**src/rtl/dma_byte_sequencer.sv**
```systemverilog
// dma_byte_sequencer: byte-granular DMA walker between the channel streams
// and the AXI byte I/O master. Memory write (write=1) pulls bytes from the
// in_* stream; memory read (write=0) pushes read bytes onto the out_* stream.
// Optional statistics outputs are built when DMA_BYTE_SEQ_STATS_EN is defined.
//
// state     | meaning
// ----------+------------------------------------------------------------
// IDLE      | waiting for start
// WAIT_DATA | memory write: waiting for a channel byte (in_ready=1)
// ISSUE     | waiting for x_busy=0 to pulse x_start
// WAIT_DONE | byte I/O in flight, waiting for x_done
// DELIVER   | memory read: holding out_data until the channel takes it
// FINISH    | one cycle before IDLE; emits the done pulse
module dma_byte_sequencer #(
  parameter int ADDR_WIDTH  = 32,
  parameter int COUNT_WIDTH = 8
) (
  input  logic                   aclk,
  input  logic                   aresetn,
  input  logic                   start,
  input  logic                   write,
  input  logic [ADDR_WIDTH-1:0]  addr,
  input  logic [COUNT_WIDTH-1:0] count,
  input  logic                   abort,
  output logic                   busy,
  output logic                   done,
  output logic [COUNT_WIDTH-1:0] res_count,
  input  logic [7:0]             in_data,
  input  logic                   in_valid,
  output logic                   in_ready,
  output logic [7:0]             out_data,
  output logic                   out_valid,
  input  logic                   out_ready,
  input  logic                   x_busy,
  output logic                   x_write,
  output logic [ADDR_WIDTH-1:0]  x_addr,
  output logic [7:0]             x_data_write,
  output logic                   x_start,
  input  logic [7:0]             x_data_read,
  input  logic                   x_done
`ifdef DMA_BYTE_SEQ_STATS_EN
  ,
  output logic [31:0]            xfer_total,
  output logic [7:0]             abort_count
`endif
);

  typedef enum logic [2:0] {
    IDLE      = 3'd0,
    WAIT_DATA = 3'd1,
    ISSUE     = 3'd2,
    WAIT_DONE = 3'd3,
    DELIVER   = 3'd4,
    FINISH    = 3'd5
  } state_t;

  state_t                 state_q, state_d;
  logic                   aborted_q, aborted_d;
  logic                   busy_d, done_d, out_valid_d, x_write_d, x_start_d;
  logic [COUNT_WIDTH-1:0] res_count_d;
  logic [7:0]             out_data_d, x_data_write_d;
  logic [ADDR_WIDTH-1:0]  x_addr_d;
  logic                   advance;

  assign in_ready = (state_q == WAIT_DATA);

  // Next-state and next-output computation; ADVANCE is folded in at the end.
  always_comb begin
    state_d        = state_q;
    aborted_d      = aborted_q;
    busy_d         = busy;
    done_d         = 1'b0;
    res_count_d    = res_count;
    out_data_d     = out_data;
    out_valid_d    = out_valid;
    x_write_d      = x_write;
    x_addr_d       = x_addr;
    x_data_write_d = x_data_write;
    x_start_d      = 1'b0;
    advance        = 1'b0;

    case (state_q)
      IDLE: begin
        if (start) begin
          x_write_d   = write;
          x_addr_d    = addr;
          res_count_d = count;
          busy_d      = 1'b1;
          aborted_d   = 1'b0;
          if (count == '0)  state_d = FINISH;
          else if (write)   state_d = WAIT_DATA;
          else              state_d = ISSUE;
        end
      end
      WAIT_DATA: begin
        if (abort) begin
          aborted_d = 1'b1;
          state_d   = FINISH;
        end else if (in_valid) begin
          x_data_write_d = in_data;
          state_d        = ISSUE;
        end
      end
      ISSUE: begin
        if (abort) begin
          aborted_d = 1'b1;
          state_d   = FINISH;
        end else if (!x_busy) begin
          x_start_d = 1'b1;
          state_d   = WAIT_DONE;
        end
      end
      WAIT_DONE: begin
        // An abort here is remembered so the outstanding x_done is still
        // consumed before finishing, even if abort drops in the meantime.
        if (abort) aborted_d = 1'b1;
        if (x_done) begin
          if (abort || aborted_q) begin
            state_d = FINISH;
          end else if (x_write) begin
            advance = 1'b1;
          end else begin
            out_data_d  = x_data_read;
            out_valid_d = 1'b1;
            state_d     = DELIVER;
          end
        end
      end
      DELIVER: begin
        if (abort) begin
          out_valid_d = 1'b0;
          aborted_d   = 1'b1;
          state_d     = FINISH;
        end else if (out_valid && out_ready) begin
          out_valid_d = 1'b0;
          advance     = 1'b1;
        end
      end
      FINISH: begin
        done_d  = 1'b1;
        busy_d  = 1'b0;
        state_d = IDLE;
      end
      default: state_d = IDLE;
    endcase

    if (advance) begin
      x_addr_d    = x_addr + ADDR_WIDTH'(1);
      res_count_d = res_count - COUNT_WIDTH'(1);
      if (res_count == COUNT_WIDTH'(1)) state_d = FINISH;
      else if (x_write)                 state_d = WAIT_DATA;
      else                              state_d = ISSUE;
    end
  end

  // State and registered outputs, synchronous active-low reset.
  always_ff @(posedge aclk) begin
    if (!aresetn) begin
      state_q      <= IDLE;
      aborted_q    <= 1'b0;
      busy         <= 1'b0;
      done         <= 1'b0;
      res_count    <= '0;
      out_data     <= '0;
      out_valid    <= 1'b0;
      x_write      <= 1'b0;
      x_addr       <= '0;
      x_data_write <= '0;
      x_start      <= 1'b0;
    end else begin
      state_q      <= state_d;
      aborted_q    <= aborted_d;
      busy         <= busy_d;
      done         <= done_d;
      res_count    <= res_count_d;
      out_data     <= out_data_d;
      out_valid    <= out_valid_d;
      x_write      <= x_write_d;
      x_addr       <= x_addr_d;
      x_data_write <= x_data_write_d;
      x_start      <= x_start_d;
    end
  end

`ifdef DMA_BYTE_SEQ_STATS_EN
  // Saturating byte and abort counters, cleared only by reset.
  always_ff @(posedge aclk) begin
    if (!aresetn) begin
      xfer_total  <= '0;
      abort_count <= '0;
    end else begin
      if (advance && (xfer_total != '1))
        xfer_total <= xfer_total + 32'd1;
      if ((state_q == FINISH) && aborted_q && (abort_count != '1))
        abort_count <= abort_count + 8'd1;
    end
  end
`endif

endmodule

```
**config.mk**
```make
export PLATFORM = sky130hd
export DESIGN_NAME = dma_byte_sequencer
export DESIGN_NICKNAME = d
export VERILOG_FILES = /design/src/rtl/dma_byte_sequencer.sv
export SDC_FILE = /design/constraint.sdc
export NUM_CORES = 1
export LEC_CHECK = 0
export CAP_MARGIN = 30
export CORE_MARGIN = 8
export CORE_UTILIZATION = 41
export CTS_BUF_LIST = sky130_fd_sc_hd__clkbuf_8 sky130_fd_sc_hd__clkbuf_16
export DETAILED_ROUTE_END_ITERATION = 8
export HOLD_SLACK_MARGIN = 0.06
export PLACE_DENSITY = 0.78
export SYNTH_ARGS = -nofsm -noshare
export SYNTH_HDL_FRONTEND = slang
export SYNTH_SLANG_ARGS = --single-unit
```
**constraint.sdc**
```tcl
create_clock -name aclk -period 2 [get_ports aclk]
set_input_delay 0.3 -clock aclk [delete_from_list [all_inputs] [get_ports aclk]]
set_output_delay 0.3 -clock aclk [all_outputs]
set_load 0.005 [all_outputs]
```
==> results of run 1 <==
-- registers in the layout, summed over array words and instances, names as in the netlist --
name,flops
out_data,8
busy,1
state_q,3
x_start,1
done,1
res_count,8
x_data_write,8
x_addr,32
out_valid,1
x_write,1
aborted_q,1
-- stage by stage --
stage	area (sq um)	util	power [mW]	hold WS, ps
after floorplan	3460	-	2.85	436
after detailed placement	5170	0.632	3.98	487
after CTS	5370	0.656	5.02	504
after global placement	5170	0.632	3.92	474
after global routing	5470	0.670	5.36	536
final	5470	0.670	5.08	500
-- what timing repair did --
| action | CTS | global route |
|---|---|---|
| setup buffers | 0 | 6 |
| setup endpoints to repair | 7 | 22 |
| endpoints found under the hold margin | 0 | 0 |
| pin swaps | 0 | 4 |
| gates cloned | 0 | 0 |
| gates resized for setup | 5 | 14 |
| hold buffers | 0 | 0 |
-- kinds of logic after synthesis --
| logic type | synth area share |
|---|---|
| adder cells (fa/ha/maj) | 0.0109 |
| buffers and inverters | 0.0511 |
| flip-flops | 0.377 |
| AND/OR/NAND/NOR | 0.265 |
| AO/OA/AOI/OAI | 0.237 |
| multiplexers | 0.0591 |
-- power by group through the flow --
stage               registers (mW)  logic [mW]  clock network [mW]
floorplan                     1.79        1.06                   0
global placement              1.78        2.13                   0
detailed placement            1.79        2.19                   0
CTS                           1.77        2.21                1.04
global route                  1.83        2.43                1.10
finish                        1.80        2.26                1.03
-- per-layer routing --
layer | GRT usage | up-vias
met5 | 0 | -
met4 | 0.0783 | 0
met3 | 0.0479 | 22
met2 | 0.333 | 171
met1 | 0.245 | 1929
li1 | - | 1939
-- layout make-up --
| type | instances | share of cell area |
|---|---|---|
| clock inverters | 5 | 0.00549 |
| well taps | 105 | 0.0240 |
| multi-input cells | 314 | 0.375 |
| clock buffers | 11 | 0.0277 |
| repair buffers | 194 | 0.324 |
| flip-flops and latches | 65 | 0.239 |
| inverters | 7 | 0.00480 |
-- final timing paths --
kind | depth (start not counted) | slack (ps) | endpoint
worst min-delay path | 2 | 500 | out_data[5]
worst max register to register | 5 | 70 | x_addr[22]
worst max-delay path | 5 | 70 | x_addr[22]
worst min register to register | 2 | 500 | out_data[5]
-- tightest hold or removal path, cell delays in order, from the launching register on --
cell and delay [ps]:
dfxtp_1 330, mux2i_1 70, nor2_1 70
-- cell usage in the layout, fill, tap and decap left out, types with 3 or more instances in the layout --
cell,netlist,layout
a21oi_1,31,31
inv_1,7,6
a22oi_1,4,4
clkinv_2,0,3
buf_4,1,67
mux2i_1,17,17
o311ai_0,3,3
or3_1,7,7
dfxtp_2,0,5
a221oi_1,8,8
clkdlybuf4s50_1,0,125
o211ai_1,9,9
and3_1,8,8
nand3_1,20,20
or4_1,4,3
a32oi_1,3,3
nand2_1,31,31
clkbuf_8,0,11
dfxtp_1,65,60
o221a_2,3,3
nor2b_1,5,4
nor2_1,40,40
mux2_2,3,3
a2bb2oi_1,6,6
and2_1,7,7
and4_1,4,4
a31oi_1,15,15
o21ai_0,22,22
nand4_1,9,9
a41oi_1,3,3
nor3_1,9,8
nor4_1,9,7
==> metrics.md, run 1 <==
| Metric | Value |
|---|---|
| Drt wl/cell | `17.6 um` |
| Max incr delay on CP | `490 ps` |
| Layout area overhead | `58.5%` |
| Worst-margin pin slew | `573 ps` |
| Top cells by area, synth | `dfxtp_1 (38%), mux2i_1 (4.9%), a21oi_1 (4.5%), nor2_1 (4.3%), nand2_1 (3.4%)` |
| Count leader, synth | `dfxtp_1` |
| Final Skew | `12.3 ps` |
| Final worst slack | `65.4 ps` |
| Reg-to-reg startpoint | `state_q[2]` |
| Startpoint Class | `flop` |
| Cells after Synth | `417` |
| First-pass GRT wire length | `19100 um` |
| Metal-1 WL | `5030 um` |
| Reg power frac | `0.353` |
| ANT nets after route | `0` |
| Total GRT Usage | `0.201` |
| Top post-synthesis cells by count | `dfxtp_1 (65), nor2_1 (40), a21oi_1 (31), nand2_1 (31), o21ai_0 (22)` |
| Final Setup Violations | `0` |
| Post-DR vias/cell | `5.79` |
| Post-synth top area share | `0.377` |
| Via count | `4061` |
| Crit path buffers/inverters | `1` |
| Die H | `108 um` |
| Initial antenna violation count | `1` |
| Std cell rows | `33` |
| H-Tree Depth | `3` |
| First-iteration detailed-routing DRC count | `217` |
| Outcome | `completed` |
| Asr flop ratio synth | `0` |
| Most used DFF post-synth | `dfxtp_1` |
| Fillers | `680` |
| Leakage power | `2.12 nW` |
| Sequential standard cell area | `0.00131 sq mm` |
| Share of post-route cells with drive strength above 1 | `0.190` |
| Switching Fraction | `0.359` |
| Relative slew slack | `0.615` |
| CP Capture Type | `flop` |
| Crit path from | `state_q[2]` |
| Filler-free cell count of the finished design | `701` |
| Setup_tns | `0 ps` |
| Clock Latency Late Sink | `340 ps` |
| Worst Path Arrival | `2190 ps` |
| Crit path cell chain | `or3b_4 -> o22a_2 -> buf_4 -> or4_1 -> a31oi_1` |
| WS Path Type | `reg -> reg` |
| Largest net degree at the start of global routing | `33` |
| Die ar. | `0.0116 sq mm` |
| Routability-driven placement congestion ratio | `0.871` |
| Vias in the first global route | `3894` |
| Area leader, netlist | `dfxtp_1` |
| Hold Crit Class | `reg -> reg` |
| Ys Warns | `0` |
| Count of input and output buffers | `126` |
| Hold Vio Cnt, Final | `0` |
| Routed wire length | `12300 um` |
| CP top delay family | `simple AND/OR/NAND/NOR gates` |
| CTS tree | `built` |
| Max_cap viols | `0` |
| Initial Utilization | `0.422` |
| Avg Inst Size Synth | `8.28 sq um` |
| DRC Markers | `0` |
| Min Tclk post-route | `1930 ps` |
| Area of the multi-input gates | `0.00205 sq mm` |
| Routed wl met3 | `936 um` |
| Achievable frequency | `517 MHz` |
| Clock sinks | `65` |
| Synthesized Nets | `485` |
| Synth unique cells | `59` |
| GR Overflow Total | `0` |
| Pwr dens | `929 mW/mm^2` |
| Net switching power | `1.83 mW` |
| Diode count | `0` |
| Layout Nets | `659` |
| Inst Count DP | `679` |
| Root buf cell | `clkbuf_8` |
| Top sig layer | `met4` |
| Cell internal pwr | `3.26 mW` |
| CORE AREA | `0.00818 sq mm` |
| Flops & latches, synth | `65` |
| CTS Buf Count | `9` |
| Clock transition at path regs | `70 ps` |
| CTS max path bufs | `2` |
| Met2 routed WL | `6150 um` |
| Final Cycle Share | `0.967` |
| Sequential share of the synthesized area | `0.377` |
| Min-delay src | `out_data[5]` |
| Clk pwr share | `0.203` |
| EDFF count, synth | `0` |
| Final slew viol count | `0` |
| 1st-pass router iterations | `7` |
| Comb power frac | `0.444` |
| Dpl hpwl | `9100 um` |
| Die X | `108 um` |
| Synthesized area | `0.00345 sq mm` |
| Post-place setup slack | `-292 ps` |
| Slowest-stage cell, CP | `or4_1` |
| Worst VDD drop | `0.452 mV` |
| WP data required | `2260 ps` |
| I/O pin total | `127` |
| Worst Path Max Fanout | `5` |
Note: power is estimated with default switching activity, not from simulation.
==> inputs of run 2 (changes only) <==
==> constraint.sdc (replaced) <==
create_clock -name aclk -period 2 [get_ports aclk]
set_input_delay 0.3 -clock aclk [delete_from_list [all_inputs] [get_ports aclk]]
set_output_delay 0.3 -clock aclk [all_outputs]
set_load 0.01 [all_outputs]
==> run 2 against run 1 <==
Compared with the run above:
- count of clock-buffer cells in the layout fell by 2
- routed wire length is 2.5% higher
- via count increased by 1.0%
- critical path type unchanged
==> metrics.md, run 2 (synthesis gave the netlist of run 1 again) <==
| Metric | Value |
|---|---|
| Switching Fraction | `0.347` |
| WS Path Type | `reg -> reg` |
| Share of post-route cells with drive strength above 1 | `0.196` |
| Final Skew | `6.61 ps` |
| Post-DR vias/cell | `5.89` |
| Clock transition at path regs | `80 ps` |
| ANT nets after route | `0` |
| Final slew viol count | `0` |
| Clock Latency Late Sink | `340 ps` |
| Inst Count DP | `678` |
| Worst Path Max Fanout | `14` |
| Clock sinks | `65` |
| Cell internal pwr | `3.75 mW` |
| Final Setup Violations | `0` |
| CORE AREA | `0.00818 sq mm` |
| Leakage power | `2.15 nW` |
| Net switching power | `2.00 mW` |
| H-Tree Depth | `3` |
| Diode count | `0` |
| 1st-pass router iterations | `7` |
| Unrepaired setup endpoints after global routing | `true` |
| Layout Nets | `655` |
| Die X | `108 um` |
| Drt wl/cell | `18.1 um` |
| Worst VDD drop | `0.497 mV` |
| Startpoint Class | `flop` |
| First-iteration detailed-routing DRC count | `287` |
| Die ar. | `0.0116 sq mm` |
| Min Tclk post-route | `1950 ps` |
| Commonest non-fill, non-tap cells in the layout | `clkdlybuf4s50_1 (125), buf_4 (61), dfxtp_1 (57)` |
| Achievable frequency | `513 MHz` |
| Dpl hpwl | `9090 um` |
| Max reg flops | `32` |
| Reg-to-reg startpoint | `state_q[0]` |
| CP Capture Type | `flop` |
| CTS Buf Count | `9` |
| DRC Markers | `0` |
| Min-delay src | `out_data[6]` |
| Largest Register | `x_addr` |
| Total GRT Usage | `0.203` |
| Largest net degree at the start of global routing | `35` |
| CTS tree | `built` |
| Outcome | `completed` |
| Relative slew slack | `0.689` |
| Pwr dens | `1040 mW/mm^2` |
| Fillers | `616` |
| Via count | `4102` |
| Die H | `108 um` |
| Crit path from | `state_q[0]` |
| Filler-free cell count of the finished design | `697` |
| Commonest non-fill, non-tap cell in the layout | `clkdlybuf4s50_1` |
| Count of input and output buffers | `126` |
| Hold Crit Class | `reg -> reg` |
| Hold Vio Cnt, Final | `0` |
| Initial Utilization | `0.422` |
| Worst Path Arrival | `2220 ps` |
| Std cell rows | `33` |
| Total power | `5.75 mW` |
| Root buf cell | `clkbuf_8` |
| Routed wire length | `12600 um` |
| Clk pwr share | `0.261` |
| Reg power frac | `0.312` |
| Layout area overhead | `60.8%` |
| CTS max path bufs | `2` |
| WP data required | `2270 ps` |
| First-pass GRT wire length | `19200 um` |
| Vias in the first global route | `3955` |
| Initial antenna violation count | `0` |
| Comb power frac | `0.427` |
| Final Cycle Share | `0.974` |
| Max_cap viols | `0` |
| GR Overflow Total | `0` |
| Worst-margin pin slew | `462 ps` |
| I/O pin total | `127` |
| Routability-driven placement congestion ratio | `0.867` |
-- run 2: final timing paths --
| path | endpoint | slack [ps] | cells after the start |
|---|---|---|---|
| worst max-delay path | x_addr[27] | 50 | 7 |
| worst min-delay path | out_data[6] | 500 | 2 |
| worst max register to register | x_addr[27] | 50 | 7 |
| worst min register to register | out_data[6] | 500 | 2 |
-- run 2: through the flow --
stage | hold WS [ps] | setup TNS [ps] | area (sq um) | setup WS (ps) | util
after detailed placement | 488 | -8670 | 5180 | -291 | 0.633
after global placement | 475 | -6580 | 5180 | -226 | 0.633
after global routing | 533 | -141 | 5550 | -45.9 | 0.679
after floorplan | 436 | 0 | 3460 | 35.8 | -
final | 499 | 0 | 5550 | 51.9 | 0.679
after CTS | 505 | 0 | 5440 | 4.11 | 0.666
-- run 2: critical path: stages, from the launching register on --
cell and delay, ps:
dfxtp_1 390, buf_6 160, nand3b_1 180, o22a_2 330, buf_4 150, buf_4 170, or3_1 350, a31oi_1 140
-- run 2: power by group through the flow --
stage          clock network [mW]  registers (mW)  logic (mW)
2_1_floorplan                   0            1.87        1.06
3_3_place_gp                    0            1.77        2.27
3_5_place_dp                    0            1.78        2.33
4_1_cts                      1.51            1.76        2.35
5_1_grt                      1.58            1.82        2.63
6_report                     1.50            1.79        2.45
-- run 2: routing by layer --
layer | part of all wire | vias up | global-route usage
met4 | 0.024 | 0 | 0.0981
met5 | 0 | - | 0
met2 | 0.49 | 226 | 0.331
met3 | 0.071 | 26 | 0.0407
li1 | - | 1926 | -
met1 | 0.42 | 1924 | 0.250
-- run 2: what timing repair did --
action                     4_1_cts  5_1_grt
hold buffers                     0        0
gates cloned                     0        0
setup buffers                    0        3
setup endpoints to repair        1       22
pin swaps                        0        8
gates resized for setup          1       22
-- run 2: cell type report --
cell class / count / area (sq um) / area share
Sequential cell: 65 / 1310 / 0.236
Inverter: 7 / 26.3 / 0.00473
Multi-Input combinational cell: 314 / 2060 / 0.370
Tap cell: 105 / 131 / 0.0237
Timing Repair Buffer: 190 / 1760 / 0.317
Clock buffer: 9 / 124 / 0.0223
Clock inverter: 7 / 143 / 0.0257
